### config.mk
export PLATFORM = sky130hd
export DESIGN_NAME = if_stage_flat
export DESIGN_NICKNAME = d
export VERILOG_FILES = /design/src/rtl/if_stage_if.sv /design/src/rtl/if_stage.sv /design/src/flat_wrapper.sv
export SDC_FILE = /design/constraint.sdc
export NUM_CORES = 1
export LEC_CHECK = 0
export BUFFER_PORTS_ARGS = -buffer_cell sky130_fd_sc_hd__buf_4
export CORE_AREA = 5 5 105 107
export CTS_BUF_LIST = sky130_fd_sc_hd__clkbuf_4 sky130_fd_sc_hd__clkbuf_8 sky130_fd_sc_hd__clkbuf_16
export DETAILED_ROUTE_END_ITERATION = 6
export DIE_AREA = 0 0 110 112
export PLACE_DENSITY = 0.85
export SLEW_MARGIN = 0
export SYNTH_ARGS = -nofsm -noshare
export SYNTH_HDL_FRONTEND = slang
export SYNTH_SLANG_ARGS = --single-unit
### constraint.sdc
create_clock -name clk -period 2.62 [get_ports clk]
set_input_delay 0.262 -clock clk [delete_from_list [all_inputs] [get_ports clk]]
set_output_delay 0.262 -clock clk [all_outputs]
set_load 0.01 [all_outputs]
### src/rtl/if_stage_if.sv
// Instruction-memory bus between the fetch stage and instruction memory.
//   imem_addr  : current PC presented to instruction memory (driven by fetch)
//   imem_rdata : instruction word, combinational read of imem_addr
// Modports: master = fetch stage side, slave = memory side.
interface if_stage_if;
  logic [31:0] imem_addr;
  logic [31:0] imem_rdata;

  modport master (output imem_addr, input imem_rdata);
  modport slave  (input imem_addr, output imem_rdata);
endinterface

### src/rtl/if_stage.sv
// Instruction fetch stage: PC register, next-PC selection and the IF/ID
// pipeline register.
// Ports:
//   clk, rst       : clock and synchronous active-high reset
//   Pcsrc          : next-PC select (00 seq, 10 branch, 11 jump, 01 reserved/seq)
//   Condep         : 0 = branch resolved taken in EX
//   br_target      : branch target from EX
//   j_index        : jump index field of the instruction in ID
//   stall          : hazard hold request from ID
//   imem           : instruction memory bus (imem_addr out, imem_rdata in)
//   if_id_instr/if_id_pc4/if_id_valid : IF/ID pipeline register
//   flush_cnt/stall_cnt : saturating event counters, present only when
//                         IF_STAGE_PERF_EN is defined
//
// FSM states
//   state | meaning
//   BOOT  | PC held at RESET_VEC, IF/ID loaded with a bubble
//   RUN   | normal fetch, redirect and stall handling
module if_stage #(
  parameter logic [31:0] RESET_VEC = 32'h0000_0000,
  parameter logic [31:0] NOP_WORD  = 32'h0000_0000
) (
  input  logic        clk,
  input  logic        rst,
  input  logic [1:0]  Pcsrc,
  input  logic        Condep,
  input  logic [31:0] br_target,
  input  logic [25:0] j_index,
  input  logic        stall,
  if_stage_if.master  imem,
  output logic [31:0] if_id_instr,
  output logic [31:0] if_id_pc4,
  output logic        if_id_valid
`ifdef IF_STAGE_PERF_EN
  ,
  output logic [15:0] flush_cnt,
  output logic [15:0] stall_cnt
`endif
);

  typedef enum logic {BOOT, RUN} state_t;

  state_t      state_q, state_d;
  logic [31:0] pc_q, pc_d;
  logic [31:0] pc4;
  logic [31:0] jump_target;
  logic [31:0] instr_d, pc4_d;
  logic        valid_d;
  logic        br_taken, jump_take, in_run;

  assign pc4            = pc_q + 32'd4;
  assign jump_target    = {if_id_pc4[31:28], j_index, 2'b00};
  assign imem.imem_addr = pc_q;
  assign in_run         = (state_q == RUN);

  // Branch wins over everything, including stall; a jump waits out a stall.
  assign br_taken  = in_run && !Condep && (Pcsrc == 2'b10);
  assign jump_take = in_run && !br_taken && !stall && Condep && (Pcsrc == 2'b11);

  always_comb begin
    state_d = state_q;
    pc_d    = pc_q;
    instr_d = if_id_instr;
    pc4_d   = if_id_pc4;
    valid_d = if_id_valid;
    case (state_q)
      BOOT: begin
        state_d = RUN;
        pc_d    = RESET_VEC;
        instr_d = NOP_WORD;
        pc4_d   = 32'd0;
        valid_d = 1'b0;
      end
      RUN: begin
        if (br_taken) begin
          pc_d    = br_target;
          instr_d = NOP_WORD;
          valid_d = 1'b0;
        end else if (stall) begin
          // hold everything
        end else if (jump_take) begin
          pc_d    = jump_target;
          instr_d = NOP_WORD;
          valid_d = 1'b0;
        end else begin
          pc_d    = pc4;
          instr_d = imem.imem_rdata;
          pc4_d   = pc4;
          valid_d = 1'b1;
        end
      end
      default: state_d = BOOT;
    endcase
  end

  always_ff @(posedge clk) begin
    if (rst) begin
      state_q     <= BOOT;
      pc_q        <= RESET_VEC;
      if_id_instr <= NOP_WORD;
      if_id_pc4   <= 32'd0;
      if_id_valid <= 1'b0;
    end else begin
      state_q     <= state_d;
      pc_q        <= pc_d;
      if_id_instr <= instr_d;
      if_id_pc4   <= pc4_d;
      if_id_valid <= valid_d;
    end
  end

`ifdef IF_STAGE_PERF_EN
  logic flush_ev, stall_ev;
  assign flush_ev = br_taken || jump_take;
  assign stall_ev = in_run && stall && !br_taken;

  always_ff @(posedge clk) begin
    if (rst) begin
      flush_cnt <= 16'd0;
      stall_cnt <= 16'd0;
    end else begin
      if (flush_ev && flush_cnt != 16'hFFFF) flush_cnt <= flush_cnt + 16'd1;
      if (stall_ev && stall_cnt != 16'hFFFF) stall_cnt <= stall_cnt + 16'd1;
    end
  end
`endif

endmodule

### src/flat_wrapper.sv
// flat-port wrapper written by rule: the top's interface ports become plain ports
module if_stage_flat 
#(
  parameter logic [31:0] RESET_VEC = 32'h0000_0000,
  parameter logic [31:0] NOP_WORD  = 32'h0000_0000
)
  (clk, rst, Pcsrc, Condep, br_target, j_index, stall, if_id_instr, if_id_pc4, if_id_valid, imem_imem_addr, imem_imem_rdata);
  if_stage_if imem_i ();
  input  logic clk;
  input  logic rst;
  input  logic [1:0] Pcsrc;
  input  logic Condep;
  input  logic [31:0] br_target;
  input  logic [25:0] j_index;
  input  logic stall;
  output logic [31:0] if_id_instr;
  output logic [31:0] if_id_pc4;
  output logic if_id_valid;
  output wire logic [$bits(imem_i.imem_addr)-1:0] imem_imem_addr;
  input wire logic [$bits(imem_i.imem_rdata)-1:0] imem_imem_rdata;
  assign imem_imem_addr = imem_i.imem_addr;
  assign imem_i.imem_rdata = imem_imem_rdata;
  if_stage #(.RESET_VEC(RESET_VEC), .NOP_WORD(NOP_WORD)) u_core (.clk(clk), .rst(rst), .Pcsrc(Pcsrc), .Condep(Condep), .br_target(br_target), .j_index(j_index), .stall(stall), .imem(imem_i), .if_id_instr(if_id_instr), .if_id_pc4(if_id_pc4), .if_id_valid(if_id_valid));
endmodule
## Yosys cells after proc, flatten, opt, wreduce, memory -nomap -nowiden

Cells that the tools add are included.

- Bits of input ports: 96
- Flip-flop bits (word level): 98
- Word-level logic and storage cells: 40

- Reductions and logical operators: 10
- Muxes and demuxes: 17
- Eq/ne operators: 6
- $add $sub $neg: 1
- Bitwise logic cells: 1

Operators with widths:

| kind | count |
|---|---|
| $mux 32 | 9 |
| $pmux 32 s2 | 3 |
| $add 32x3->32 const B | 1 |
| $logic_and 1x1->1 | 6 |
| $ne 2x2->1 const B | 3 |
| $eq 2x2->1 const B | 2 |
| $mux 1 | 4 |
| $logic_not 1->1 | 3 |
| $ne 3x3->1 const B | 1 |
| $reduce_and 3->1 | 1 |
| $pmux 1 s2 | 1 |
| $not 1->1 | 1 |

## Longest topological paths before layout

Gate-level depths: netlist of the first run.

- Word-level depth: 12
- Depth in mapped cells: 8
- Depth with buffers taken out: 6

## Worst setup path before layout of the first run

No wires, ideal clock.

- Path type: register -> register
- Start point: reg u_core.pc_q[4], in the netlist u_core.imem.imem_addr[4]
- End point: reg u_core.if_id_pc4[23]
- Stages on the path, launching flop included: 7
- Data arrival time: 2.073 ns
- Path buffers: 1
- Setup slack: 0.429 ns
- Period minus slack after synthesis: 2.191 ns
- Cells stage by stage: dfxtp_1 nand4_4 or4_4 buf_6 o31a_1 or2_1 a32o_1

- Word-level cells in the longest chain between the ends: 5

Ends and longest elaborated chain:

| what | RTL line | RTL |
|---|---|---|
| start, declared | if_stage.sv:44 | `logic [31:0] pc_q, pc_d;` |
| start signal, assigned | if_stage.sv:105 | `pc_q <= pc_d;` |
| $add 32x3->32 | if_stage.sv:51 | `assign pc4 = pc_q + 32'd4;` |
| $mux 32 | if_stage.sv:81 | `end else if (jump_take) begin` |
| $mux 32 | if_stage.sv:79 | `end else if (stall) begin` |
| $mux 32 | if_stage.sv:75 | `if (br_taken) begin` |
| $pmux 32 s2 | if_stage.sv:66 | `case (state_q)` |
| end signal, assigned | if_stage.sv:107 | `if_id_pc4 <= pc4_d;` |
| end, declared | if_stage.sv:32 | `output logic [31:0] if_id_pc4,` |

No other way between the ends. The select of a mux whose other input is x is not followed.
A chain may end at the register's enable or synchronous reset.

## Final worst setup path of the first run

- Start point: reg u_core.pc_q[2], in the netlist u_core.imem.imem_addr[2]
- End point: reg u_core.pc_q[24], in the netlist u_core.imem.imem_addr[24]

- Word-level cells in the longest chain between the ends: 5

Ends and longest elaborated chain:

| what | RTL line |
|---|---|
| $add 32x3->32 | if_stage.sv:51 |
| $mux 32 | if_stage.sv:81 |
| $mux 32 | if_stage.sv:79 |
| $mux 32 | if_stage.sv:75 |
| $pmux 32 s2 | if_stage.sv:66 |

No other way between the ends. The select of a mux whose other input is x is not followed.

==> results of run 1 <==
per-layer routing:
layer | global-route usage [%] | share of wire [%]
met2 | 43.7 | 47
met1 | 33.7 | 40
met3 | 8.12 | 11
met5 | 0 | 0
met4 | 11.5 | 2.9
final timing paths:
kind                                                from  depth (start not counted)                         to  slack, ps
worst min register to register      u_core.if_id_pc4[24]                          1       u_core.if_id_pc4[24]        480
worst min-delay path                 imem_imem_rdata[30]                          3     u_core.if_id_instr[30]        130
worst max register to register  u_core.imem.imem_addr[2]                          6  u_core.imem.imem_addr[24]        310
worst max-delay path            u_core.imem.imem_addr[2]                          6  u_core.imem.imem_addr[24]        310
stage by stage:
step / worst slack, ps / instances / power [uW] / hold WS (ps) / cell area (um^2)
finish: 307 / 883 / 3010 / 131 / 6660
detailed placement: 386 / 867 / 1990 / 451 / 6450
global placement: 434 / 867 / 1980 / 451 / 6450
CTS: 361 / 883 / 3010 / 121 / 6660
global route: 157 / 883 / 3130 / 127 / 6660
floorplan: 429 / 560 / 1750 / 398 / 4780
report_power, final:
group,leakage (uW),total [uW],internal (uW),switching (uW)
sequential,0.000793,1550,1520,30.8
combinational,0.00181,412,203,209
clock,0.000108,1050,461,586
flip-flops by register name, indices dropped and copies added (netlist names):
signal                 flops
u_core.if_id_instr        32
u_core.in_run              1
u_core.if_id_valid         1
u_core.if_id_pc4          32
u_core.imem.imem_addr     32
cell families (layout without fill, tap and decap cells):
kind of cell	Yosys count	after routing	share of synthesized area (%)
AO/OA/AOI/OAI	175	175	27.1
XOR/XNOR	23	23	4.21
flip-flops	98	98	41.0
multiplexers	6	6	1.26
adder cells (fa/ha/maj)	1	1	0.261
buffers and inverters	54	241	4.58
AND/OR/NAND/NOR	203	203	21.5
layout by cell type, fill, tap and decap left out, types with 9 or more instances in the layout:
| master | netlist | routed |
|---|---|---|
| nand2_1 | 30 | 30 |
| o2bb2ai_1 | 16 | 16 |
| nand3_1 | 15 | 15 |
| nor4_1 | 12 | 12 |
| nor2_1 | 78 | 76 |
| nand4_1 | 16 | 16 |
| a22oi_1 | 50 | 50 |
| buf_4 | 0 | 214 |
| nor3_1 | 12 | 12 |
| clkbuf_8 | 0 | 9 |
| dfxtp_1 | 98 | 98 |
| a21oi_1 | 25 | 25 |
| xnor2_1 | 18 | 18 |
| o21ai_0 | 15 | 15 |
worst max-delay path, cell delays in order (launching register included):
cell      delay [ps]
dfxtp_1          520
ha_1             310
and3_1           280
nand3_1          360
nor4_1           440
o221ai_1         170
a21oi_1          160
layout make-up:
class | count | area share (%)
Multi-Input combinational cell | 408 | 39.6
Tap cell | 136 | 2.56
Timing Repair Buffer | 216 | 24.7
Sequential cell | 98 | 29.5
Inverter | 9 | 0.507
Clock buffer | 9 | 1.86
Clock inverter | 7 | 1.33
==> run metrics, run 1 <==
Storage cell area=1960 um^2; syn avg cell area=8.54 um^2; wire per inst=19.7 um; Multi-input gate area=2630 um^2; clk root buf=clkbuf_8; #FFs+latches synth=98; # setup viols final=0; Worst Path Required=2930 ps; IO Pins=193; post-DP HPWL=13100 um; Tcrit/Tclk final=88.3%; H-tree lvl count=3; setup repair after global routing missed its margin=false; Worst-Skew Late Latency=380 ps; fill count=820; Placer Congestion=0.972; synth cell count leaders=dfxtp_1 (98), nor2_1 (78), a22oi_1 (50); Post-synth EDFFs=0; status=complete, no violations; Post-Syn Instances=560; post-CTS sizing=0; vias in the first global route=5241; CP Launch Type=flip-flop; CP max FO=9; Worst-Margin Slew=681 ps; pwr/cell area=452 nW/um^2; PortBufs=192; area delta synth->final=39.2%; post-synthesis async set-or-reset flop share=0%; GRT Total Usage=27.3%; number of CTS-inserted buffers=9; grt ovf=0; Max Fclk=432 MHz; most frequent cell after synthesis=dfxtp_1; leak pwr=0.00271 uW; Clock Sinks=98; layout cells sized above 1=33.6%; cell taking the most area after synthesis=dfxtp_1; Worst Clk Skew=12.5 ps; Layout Utilization=66.3%; TritonRoute pass-1 iters=6; postcts setup bufs=0; CP endpoint kind=flip-flop; FP Rows=37; die height=112 um; die area=12300 um^2; Clock transition at path regs=110 ps; Post-Route Setup TNS=0 ps; initial antenna violation count=0; Layout Nets=839; area of the core=10000 um^2; Distinct cells, synth=67; via density per instance=6.03; Clock Path Buffers=2; # Max-Cap Violations=0; ANT cells=0; CTS tree=built; register area share after synthesis=41.0%; net count after synthesis=657; DR vias=5323; top_reg_cell synth=dfxtp_1; Area contributors post-synth=dfxtp_1 (41%), a22oi_1 (7.8%), nor2_1 (6.1%); Hold Crit Class=primary input to flip-flop; final hold vios=0; Post-CTS Hold Buffers=0; CP Data Arrival Time=2620 ps; routed wire length=17400 um; largest net degree at the start of global routing=41; Post-Syn Area=4780 um^2; first-pass GRT wire length=26600 um; DIE WIDTH=110 um; ANT nets after route=0; Slew headroom=54.2%; Slew Limit Fails=0; Yosys warning count=0; worst vdd ir=0.352 mV; Yosys top cell area share=41.0%; Iteration-0 DRC Markers=448; Tmin final=2310 ps; CP Class=flip-flop to flip-flop; Initial Utilization=47.6%; # DRC=0
Note: power is estimated with default switching activity, not from simulation.
==> inputs of run 2 (changes only) <==
CORE_AREA = 5 5 104 106   (was 5 5 105 107)
DIE_AREA = 0 0 109 111   (was 0 0 110 112)
PLACE_DENSITY = 0.86   (was 0.85)
clock period = 2.7 ns   (was 2.62 ns; I/O delays follow)
==> run metrics, run 2 (synthesized netlist as in run 1, its figures left out) <==
grt ovf=0; Iteration-0 DRC Markers=523; Slew headroom=57.3%; final hold vios=0; PortBufs=192; Multi-input gate area=2630 um^2; Worst Hold Path Cells=3; Layout Nets=834; die height=111 um; vias in the first global route=5374; GRT Total Usage=29.1%; CP Data Arrival Time=2600 ps; worst vdd ir=0.315 mV; Tcrit/Tclk final=86.6%; Placer Congestion=0.956; Worst-Margin Slew=635 ps; wire per inst=20.5 um; # Max-Cap Violations=0; Worst-Skew Late Latency=370 ps; ANT cells=0; Initial Utilization=49.4%; failing checks=design-rule violations; RR Startpoint=u_core.imem.imem_addr[5]; pwr/cell area=430 nW/um^2; via density per instance=6.13; Post-CTS Hold Buffers=0; clk root buf=clkbuf_8; Critical Path Max Stage Delay=660 ps; TritonRoute pass-1 iters=7; CP max FO=9; number of CTS-inserted buffers=9; area delta synth->final=37.2%; initial antenna violation count=0; Clock Path Buffers=2; HP Start=br_target[0]; IO Pins=193; post-CTS sizing=0; Final Cell Area=6560 um^2; commonest non-fill, non-tap cell in the layout=buf_4; leak pwr=0.00266 uW; CP Class=flip-flop to flip-flop; area of the core=9680 um^2; CTS tree=built; largest net degree at the start of global routing=50; CP Launch Type=flip-flop; Worst Clk Skew=17.0 ps; # setup viols final=0; layout cells sized above 1=33.2%; Worst Path Buf+Inv=0; Tmin final=2340 ps; Critical Path Slowest Stage Cell=or4_4; # DRC=1; CP cell instances=nand4_4 > or4_4 > o31a_1 > or2_1 > a32o_1; worst reg-to-reg setup slack=360 ps; total stage count of the critical path=5; H-tree lvl count=3; fill count=786; DIE WIDTH=109 um; Storage cell area=1960 um^2; Worst Reg-to-Reg Cells=5; setup repair after global routing missed its margin=false; Clock transition at path regs=100 ps; Max Fclk=428 MHz; FP Rows=36; DR vias=5363; routed wire length=17900 um; Hold Crit Class=primary input to flip-flop; Worst Path Required=2960 ps; Clock Sinks=98; CP endpoint kind=flip-flop; ANT nets after route=0; CP top delay family=simple AND/OR/NAND/NOR gates; die area=12100 um^2; Slew Limit Fails=0; Endpoint, Worst Hold=u_core.imem.imem_addr[0]; Post-Route Setup TNS=0 ps; status=finished with violations; postcts setup bufs=0; area of placed instances=6380 um^2; post-DP HPWL=13000 um; first-pass GRT wire length=28200 um; Reg2Reg Capture Point=u_core.if_id_pc4[23]; most frequent cells in the layout=buf_4 (211), dfxtp_1 (98), nor2_1 (76)
[run 2: cell count changes in the layout (fill, tap and decap cells not counted), sizes merged]
cell | before | now
buf | 216 | 211
clkbuf | 9 | 11
bufinv | 1 | 0
clkinv | 5 | 4
clkinvlp | 0 | 1
inv | 10 | 9
[run 2: stage by stage]
step	instances	util (%)	total power, uW	hold slack, ps	setup slack, ps
CTS	875	67.8	2810	136	403
detailed placement	859	65.9	1920	450	453
global route	875	67.8	2910	140	295
finish	875	67.8	2820	143	362
floorplan	560	-	1700	406	509
global placement	859	65.9	1910	448	531
[run 2: worst max path at each step]
| stage | from | endpoint |
|---|---|---|
| after floorplan | u_core.imem.imem_addr[4] | u_core.if_id_pc4[23] |
| after global placement | u_core.imem.imem_addr[4] | u_core.if_id_pc4[23] |
| after detailed placement | u_core.imem.imem_addr[4] | u_core.if_id_pc4[23] |
| after CTS | u_core.imem.imem_addr[5] | u_core.if_id_pc4[23] |
| after global routing | u_core.imem.imem_addr[5] | u_core.if_id_pc4[23] |
| final | u_core.imem.imem_addr[5] | u_core.if_id_pc4[23] |
[run 2: worst reg2reg max path, stage by stage (launching register included)]
cell and delay [ps]:
dfxtp_1 550, nand4_4 230, or4_4 670, o31a_1 320
or2_1 220, a32o_1 250
[run 2: routing by layer]
layer / wire, um / track usage (%) / vias up
met5: 0 / 0 / -
met4: 355 / 7.91 / 0
met3: 2020 / 9.38 / 44
met2: 8400 / 47.0 / 315
met1: 7140 / 37.2 / 2539
li1: - / - / 2465
[run 2: area by class of cell]
type	count	area share, %
timing repair buffer	211	24.1
inverter	9	0.515
sequential	98	29.9
tap	133	2.54
clock inverter	5	0.591
multi-input combinational	408	40.1
clock buffer	11	2.21
[run 2: power by group]
part           leakage, uW  total (uW)  switching, uW  internal, uW
Sequential        0.000793        1500           31.1          1470
Combinational      0.00178         395            205           191
Clock            0.0000933         922            545           377
